--- src/rtl/phys_mem_ctrl.sv ---
// Purpose: decode mmu word accesses to async SRAM, UART MMIO or unmapped space; run SRAM strobe timing and UART byte handshake.
// Latency: SRAM read WAIT_CYCLES+2, SRAM write WAIT_CYCLES+4, UART/unmapped 1 cycle (busy-low cycle counted from first request cycle).
// Backpressure: dev_mem_busy held high until completion; UART tx write stalls indefinitely while uart_tx_ready=0.
module phys_mem_ctrl #(
    parameter int          SRAM_AW     = 20,
    parameter int          WAIT_CYCLES = 1,
    parameter logic [31:0] UART_DATA   = 32'h1FD003F8,
    parameter logic [31:0] UART_STAT   = 32'h1FD003FC
) (
    input  logic               clk,
    input  logic               rst,
    input  logic [31:0]        dev_mem_addr,
    input  logic [31:0]        dev_mem_data_out,
    input  logic               dev_mem_is_write,
    output logic [31:0]        dev_mem_data_in,
    output logic               dev_mem_busy,
    output logic [SRAM_AW-1:0] sram_addr,
    input  logic [31:0]        sram_dq_i,
    output logic [31:0]        sram_dq_o,
    output logic               sram_dq_oe,
    output logic               sram_ce_n,
    output logic               sram_oe_n,
    output logic               sram_we_n,
    output logic [7:0]         uart_tx_data,
    output logic               uart_tx_valid,
    input  logic               uart_tx_ready,
    input  logic [7:0]         uart_rx_data,
    input  logic               uart_rx_valid,
    output logic               uart_rx_ack
);

    localparam logic [32:0] RAM_END = 33'd4 << SRAM_AW;
    localparam logic [3:0]  WAIT_L  = 4'(WAIT_CYCLES);

    typedef enum logic [2:0] {
        S_IDLE, S_RD, S_WR_SETUP, S_WR_PULSE, S_WR_HOLD, S_TX_WAIT
    } state_t;

    state_t      state_q, state_d;
    logic [3:0]  cnt_q, cnt_d;
    logic [29:0] req_addr_q, req_addr_d;
    logic        req_we_q, req_we_d;
    logic [31:0] req_data_q, req_data_d;
    logic        last_valid_q, last_valid_d;
    logic [29:0] last_addr_q, last_addr_d;
    logic        last_we_q, last_we_d;
    logic [31:0] last_data_q, last_data_d;
    logic [31:0] data_in_q, data_in_d;
    logic        rx_ack_q, rx_ack_d;

    logic hit, done, is_ram, is_data, is_stat;

    // Request matching and address decode on the live bus
    always_comb begin
        hit = last_valid_q
            && (dev_mem_addr[31:2] == last_addr_q)
            && (dev_mem_is_write == last_we_q)
            && (!dev_mem_is_write || (dev_mem_data_out == last_data_q));
        is_ram  = ({1'b0, dev_mem_addr} < RAM_END);
        is_data = (dev_mem_addr[31:2] == UART_DATA[31:2]);
        is_stat = (dev_mem_addr[31:2] == UART_STAT[31:2]);
    end

    // Next-state logic: access sequencing, completion and last-request tracking
    always_comb begin
        state_d      = state_q;
        cnt_d        = cnt_q;
        req_addr_d   = req_addr_q;
        req_we_d     = req_we_q;
        req_data_d   = req_data_q;
        last_valid_d = last_valid_q;
        last_addr_d  = last_addr_q;
        last_we_d    = last_we_q;
        last_data_d  = last_data_q;
        data_in_d    = data_in_q;
        rx_ack_d     = 1'b0;
        done         = 1'b0;
        case (state_q)
            S_IDLE: begin
                if (!hit) begin
                    req_addr_d = dev_mem_addr[31:2];
                    req_we_d   = dev_mem_is_write;
                    req_data_d = dev_mem_data_out;
                    if (is_ram) begin
                        state_d = dev_mem_is_write ? S_WR_SETUP : S_RD;
                        cnt_d   = WAIT_L;
                    end else if (is_data && dev_mem_is_write) begin
                        state_d = S_TX_WAIT;
                    end else begin
                        // UART register reads and unmapped accesses finish in this cycle
                        done = 1'b1;
                        if (!dev_mem_is_write) begin
                            if (is_data) begin
                                data_in_d = uart_rx_valid ? {24'b0, uart_rx_data} : 32'b0;
                                rx_ack_d  = uart_rx_valid;
                            end else if (is_stat) begin
                                data_in_d = {30'b0, uart_rx_valid, uart_tx_ready};
                            end else begin
                                data_in_d = 32'b0;
                            end
                        end
                    end
                end else if (last_we_q) begin
                    // a write completes once: after its busy-low cycle it no longer matches
                    last_valid_d = 1'b0;
                end
            end
            S_RD: begin
                if (cnt_q == 4'd0) begin
                    data_in_d = sram_dq_i;
                    done      = 1'b1;
                    state_d   = S_IDLE;
                end else begin
                    cnt_d = cnt_q - 4'd1;
                end
            end
            S_WR_SETUP: begin
                state_d = S_WR_PULSE;
                cnt_d   = WAIT_L;
            end
            S_WR_PULSE: begin
                if (cnt_q == 4'd0) begin
                    state_d = S_WR_HOLD;
                end else begin
                    cnt_d = cnt_q - 4'd1;
                end
            end
            S_WR_HOLD: begin
                done    = 1'b1;
                state_d = S_IDLE;
            end
            S_TX_WAIT: begin
                if (uart_tx_ready) begin
                    done    = 1'b1;
                    state_d = S_IDLE;
                end
            end
            default: state_d = S_IDLE;
        endcase
        if (done) begin
            last_valid_d = 1'b1;
            last_addr_d  = req_addr_d;
            last_we_d    = req_we_d;
            last_data_d  = req_data_d;
        end
    end

    // State and request registers; reset aborts any access in flight
    always_ff @(posedge clk or posedge rst) begin
        if (rst) begin
            state_q      <= S_IDLE;
            cnt_q        <= 4'd0;
            req_addr_q   <= 30'b0;
            req_we_q     <= 1'b0;
            req_data_q   <= 32'b0;
            last_valid_q <= 1'b0;
            last_addr_q  <= 30'b0;
            last_we_q    <= 1'b0;
            last_data_q  <= 32'b0;
            data_in_q    <= 32'b0;
            rx_ack_q     <= 1'b0;
        end else begin
            state_q      <= state_d;
            cnt_q        <= cnt_d;
            req_addr_q   <= req_addr_d;
            req_we_q     <= req_we_d;
            req_data_q   <= req_data_d;
            last_valid_q <= last_valid_d;
            last_addr_q  <= last_addr_d;
            last_we_q    <= last_we_d;
            last_data_q  <= last_data_d;
            data_in_q    <= data_in_d;
            rx_ack_q     <= rx_ack_d;
        end
    end

    // Strobes decode straight from state so reset releases them immediately
    always_comb begin
        sram_ce_n     = !((state_q == S_RD) || (state_q == S_WR_SETUP) ||
                          (state_q == S_WR_PULSE) || (state_q == S_WR_HOLD));
        sram_oe_n     = (state_q != S_RD);
        sram_we_n     = (state_q != S_WR_PULSE);
        sram_dq_oe    = (state_q == S_WR_SETUP) || (state_q == S_WR_PULSE) ||
                        (state_q == S_WR_HOLD);
        sram_addr     = req_addr_q[SRAM_AW-1:0];
        sram_dq_o     = req_data_q;
        uart_tx_valid = (state_q == S_TX_WAIT);
        uart_tx_data  = req_data_q[7:0];
        uart_rx_ack   = rx_ack_q;
        dev_mem_data_in = data_in_q;
        dev_mem_busy  = (state_q != S_IDLE) || !hit;
    end

endmodule
--- config.mk ---
export PLATFORM = sky130hd
export DESIGN_NAME = phys_mem_ctrl
export DESIGN_NICKNAME = d
export VERILOG_FILES = /design/src/rtl/phys_mem_ctrl.sv
export SDC_FILE = /design/constraint.sdc
export NUM_CORES = 1
export LEC_CHECK = 0
export CAP_MARGIN = 20
export CORE_MARGIN = 5
export CORE_UTILIZATION = 40
export DETAILED_ROUTE_END_ITERATION = 16
export MAX_ROUTING_LAYER = met4
export PLACE_DENSITY_LB_ADDON = 0.15
export SLEW_MARGIN = 15
export SYNTH_ARGS = -nofsm -noshare
export SYNTH_HDL_FRONTEND = slang
export SYNTH_SLANG_ARGS = --single-unit
--- constraint.sdc ---
create_clock -name clk -period 6.7 [get_ports clk]
set_input_delay 0.67 -clock clk [delete_from_list [all_inputs] [get_ports clk]]
set_output_delay 0.67 -clock clk [all_outputs]
set_load 0.05 [all_outputs]
# --- Word level (Yosys, flattened, before mapping) ---
# Index checks and enable logic that the tools add are counted.
word_totals:
  regBits: 167
  inputBits: 109
  word_cells: 105
  output_inout_bits: 99
classes:
  n_eq_ne: 22
  reduce_logical: 27
  muxes: 43
  n_lt_le_gt_ge: 1
  add_sub_neg: 1
op_table:
  columns: ["op", "count"]
  rows:
  - ["2-to-1 mux 32 bit", 7]
  - ["case mux 32 bit (2 select lines)", 1]
  - ["equality test 30 x 27 -> 1 bit, second input constant", 2]
  - ["2-to-1 mux 30 bit", 2]
  - ["equality test 32 bit", 1]
  - ["less-than comparator 32 x 23 -> 1 bit, second input constant", 1]
  - ["equality test 30 bit", 1]
  - ["2-to-1 mux 3 bit", 6]
  - ["2-to-1 mux 1 bit", 17]
  - ["2-to-1 mux 8 bit", 2]
  - ["!= test 2 bit, second input constant", 8]
  - ["case mux 3 bit (5 select lines)", 1]
  - ["2-to-1 mux 4 bit", 3]
  - ["case mux 4 bit (3 select lines)", 1]
  - ["nonzero test 2 bit", 4]
  - ["logical OR 1 bit", 7]
  - ["equality test 3 x 2 -> 1 bit, second input constant", 2]
  - ["equality test 3 bit, second input constant", 2]
  - ["AND reduction 6 bit", 1]
  - ["nonzero test 3 bit", 2]
  - ["AND reduction 5 bit", 1]
  - ["logical AND 1 bit", 4]
  - ["zero test 4 bit", 1]
  - ["2-to-1 mux 2 bit", 2]
  - ["other kinds (13)", 15]

# --- Logic depth before layout (Yosys ltp) ---
logic_depth:
  ltp_word: 8
  mapped_depth: 11

# --- Worst setup path after synthesis ---
# Ideal clock, no wire load.
synth_path:
  kind: "input-to-reg"
  start: "input port dev_mem_is_write"
  end: "register data_in_q[4], in the netlist dev_mem_data_in[4]"
  setup_ps: 125
  stages: 11
  t_required_ps: 6575
  path_slack_ps: 3482
  t_arrival_ps: 3093
  path_buffers: 4
  cell_sequence: "buf_2 > nand2_1 > a211o_1 > nor4_1 > and3_1 > clkbuf_1 > o211ai_1 > nor2b_1 > clkbuf_1 > buf_2 > mux2_2"
synth_between:
  elab_chain_len: 5
  word_cells_on_any_way: 10
  cone_classes: "eq/ne (4); reduce/logical (6)"
synth_rtl:
  columns: ["item", "line", "rtl"]
  rows:
  - ["start: declaration", "14", "input logic dev_mem_is_write,"]
  - ["equality test 1 bit or zero test 1 bit (tied branches)", null, null]
  - ["logical AND 1 bit or logical OR 1 bit (tied branches)", "57, 58", null]
  - ["logical AND 1 bit", "58", "&& (!dev_mem_is_write || (dev_mem_data_out == last_data_q));"]
  - ["!= test 2 bit (no line)", null, null]
  - ["AND reduction 6 bit (no line) (*)", null, null]
  - ["end signal: assignment", "172", "data_in_q <= data_in_d;"]
  - ["end: declaration", "48", "logic [31:0] data_in_q, data_in_d;"]
# Every way passes the cells marked *; elsewhere a longest branch is shown, timed or not.
# A chain may end at the register's enable or synchronous reset.

# --- Worst setup path after layout ---
layout_path:
  start: "input port dev_mem_is_write"
  end: "output port dev_mem_busy"
layout_between:
  elab_chain_len: 5
  word_cells_on_any_way: 7
  cone_classes: "eq/ne (1); reduce/logical (6)"
layout_rtl:
  columns: ["item", "line", "rtl"]
  rows:
  - ["equality test 1 bit or zero test 1 bit (tied branches)", null, null]
  - ["logical AND 1 bit or logical OR 1 bit (tied branches)", "57, 58", null]
  - ["logical AND 1 bit (*)", "58", null]
  - ["zero test 1 bit (*)", "191", "dev_mem_busy = (state_q != S_IDLE) || !hit;"]
  - ["logical OR 1 bit (*)", "191", null]
  - ["end: declaration", "16", "output logic dev_mem_busy,"]
# Marked as above.

==> results_dict.tcl <==
set metrics [dict create \
    status "finished clean" \
    rsz0062_at_grt "false" \
    synth_top_family_by_area "simple AND/OR/NAND/NOR gates" \
    clkLatencyLatePin_ns 0.43 \
    die_x_um 168 \
    power_mw 6.90 \
    post-dp-hpwl_mm 19.7 \
    p_leak_nw 4.64 \
    tns_ns 0 \
    die_y_um 168 \
    vias_per_cell 5.79 \
    path_cells "clkdlybuf4s50_1 > nand2_1 > a211o_1 > nor4_1 > and3_4 > o211ai_1 > clkdlybuf4s50_1" \
    end_kind "primary output" \
    relSlewSlack_pct 37.3 \
    setup_viol 0 \
    fill_cells 2250 \
    period_needed_ns 4.73 \
    async_flop_share_pct 100 \
    worstSetupStartpointType "input pin" \
    cts-resized-gates 0 \
    drtIter0Drc 754 \
    hold_path_depth 1 \
    gp_congestion 0.832 \
    ys_types 51 \
    routedWlPerCell_um 20.3 \
    numCtsBuffers 17 \
    core_um2 24500 \
    floorplan.die_area_um2 28200 \
    yosysTopAreaCell "dfrtp_1" \
    overflow 0 \
    yosysTopAreaCellShare_pct 41.9 \
    cp-startpoint "dev_mem_is_write" \
    wirelength_mm 30.8 \
    switchingPower_mw 3.18 \
    crit_arrival_ns 4.06 \
    synth-simple-area-share_pct 18.5 \
    synth-compound-area-share_pct 16.3 \
    tightest_slew_ns 0.941 \
    drtPass1Iterations 5 \
    internal-power_mw 3.72 \
    synth_area_leaders "dfrtp_1 42%, mux2_2 7.3%, nand3_1 6.5%" \
    synth_adder_area_share_pct 0.125 \
    min_path_type "flop to flop" \
    p_sw_share_pct 46.1 \
    ys_ff_latch 167 \
    grt_util_all_layers_pct 22.1 \
    syn_area_um2 9980 \
    hold_path_startpoint "dev_mem_data_in[1]$_DFFE_PP0P_" \
    nets 1290 \
    critical_path_class "input pin to primary output" \
    clk_pin_slew_ns 0.07 \
    cpMostUsedCell "clkdlybuf4s50_1" \
    yosys_warnings 0 \
    ys_seq_area_share_pct 41.9 \
    dpl_cell_area_um2 12000 \
    vdd_drop_max_uv 334 \
    power_frac_clock_pct 14.5 \
    crit_family "buffers and inverters" \
    drv_slew 0 \
    cts_hold_buf 0 \
    cts_buffer_depth 2 \
    io_pins 208 \
    drc 0 \
    r2r-end "last_addr_q[3]$_DFFE_PP0P_" \
    regToRegSetupSlack_ns 3.06 \
    whs_endpoint "dev_mem_data_in[1]$_DFFE_PP0P_" \
    crit_path_top_delay_cell "clkdlybuf4s50_1" \
    grt_pass1_wl_mm 49.4 \
    start_util_pct 40.8 \
    ys.flop_type "dfrtp_1" \
    reg2reg_from "state_q[0]$_DFFE_PP0P_" \
    synth_fp_nets 1175 \
    antenna_cells 0 \
    skew_ns 0.00872 \
    htree_levels 4 \
    vias 8789 \
    synth.avg_cell_area_um2 9.37 \
    drive_above_1_share_pct 10.3 \
    finalHoldViolCount 0 \
    area_growth_pct 26.1 \
    seq_power_share_pct 27.5 \
    synth_common_cells "167 x dfrtp_1, 129 x nand3_1, 98 x nand2_1, 66 x a21oi_1" \
    max_cap_viol_count 0 \
    slowest_delay_ns 0.80 \
    clock_sinks 167 \
    stdcell_area_um2 12600 \
    grt_max_degree 88 \
    port_buffers 205 \
    synth_mux_area_share_pct 10.4 \
    grt_antenna_before_repair 0 \
    timing.fmax_mhz 212 \
    cts_root_buf "clkbuf_16" \
    num_rows 57 \
    synth-edff-count 0 \
    worst_r2r_path_depth 8 \
    synth_xor_area_share_pct 5.36 \
    grt_pass1_vias 8549 \
    post_cts_buffers 0 \
    comb_power_share_pct 58.0 \
    cp_max_fo 59 \
    fin_crit_sh_pct 70.6 \
    synthMostInstantiatedCell "dfrtp_1" \
    syn_inst 1065 \
    crit_required_ns 6.03 \
    final_core_util_pct 51.4 \
    cts_tree "yes" \
    power_density_nw_per_um2 549 \
    crit_buf_inv 2 \
    ant_nets 0 \
]
==> state kept, by name, indices dropped and copies added, names as in the netlist <==
| signal | cells |
|---|---|
| dev_mem_data_in | 32 |
| last_data_q | 32 |
| sram_dq_o | 32 |
| last_addr_q | 30 |
| req_addr_q | 30 |
| cnt_q | 4 |
| state_q | 3 |
| last_valid_q | 1 |
| last_we_q | 1 |
| req_we_q | 1 |
| uart_rx_ack | 1 |
==> stage by stage <==
step	worst slack, ns	std cells	hold slack (ns)
5_1_grt	1.80	1517	0.512
2_1_floorplan	1.51	1065	0.483
3_5_place_dp	2.02	1485	0.484
3_3_place_gp	2.05	1484	0.469
4_1_cts	2.01	1517	0.499
6_report	1.97	1517	0.496
==> placed cells by master, fill, tap and decap left out, types with 3 or more instances in the layout <==
cell type | netlist | final
clkinv_2 | 0 | 3
inv_1 | 33 | 32
xor2_1 | 4 | 4
o211ai_1 | 64 | 64
mux2_2 | 65 | 65
nor2_1 | 6 | 5
nor3_1 | 6 | 5
xnor2_1 | 57 | 57
and2_1 | 65 | 64
nand4_1 | 23 | 23
and3_1 | 4 | 3
a311oi_1 | 64 | 64
nand3_1 | 129 | 129
mux2i_1 | 24 | 24
buf_4 | 34 | 12
clkinvlp_4 | 0 | 3
clkdlybuf4s50_1 | 0 | 205
clkbuf_16 | 0 | 17
dfrtp_1 | 167 | 167
a22o_1 | 9 | 9
o31ai_1 | 3 | 3
a21oi_1 | 66 | 66
o21ai_0 | 7 | 7
mux2_1 | 6 | 6
nand4b_1 | 3 | 3
nand2_1 | 98 | 98
nor4_1 | 7 | 7
==> worst max path at each step <==
stage,to,cells after the start
after floorplan,cnt_q[0]$_DFFE_PP0P_,1
after global placement,dev_mem_busy,7
after detailed placement,dev_mem_busy,7
after CTS,dev_mem_busy,7
after global routing,dev_mem_busy,7
final,dev_mem_busy,7
==> cell families after synthesis <==
group	after synthesis
XOR/XNOR	61
buffers and inverters	155
AO/OA/AOI/OAI	227
multiplexers	95
AND/OR/NAND/NOR	359
flip-flops	167
adder cells (fa/ha/maj)	1
==> final cells by class <==
class	count	area, um2	share of cell area (%)
clock buffer	21	460	3.66
clock inverter	11	124	0.985
inverter	33	129	1.02
sequential	167	4180	33.2
tap	324	405	3.22
timing repair buffer	218	2170	17.3
multi-input combinational	743	5110	40.6
==> power groups by stage <==
stage / Clock [mW] / Combinational (mW) / Sequential (mW)
4_1_cts: 1.02 / 4.03 / 1.90
5_1_grt: 1.06 / 4.29 / 1.98
2_1_floorplan: 0 / 2.47 / 2.41
3_3_place_gp: 0 / 3.95 / 1.90
6_report: 1.00 / 4.00 / 1.90
3_5_place_dp: 0 / 4.01 / 1.92
==> routing by layer <==
metal	vias up	GRT usage (%)	wire, um
met5	-	-	0
met4	0	4.73	403
met3	30	3.75	1860
met2	319	33.3	13900
met1	4345	31.7	14700
li1	4095	-	-
No activity file was read; power rests on OpenSTA's default activity.
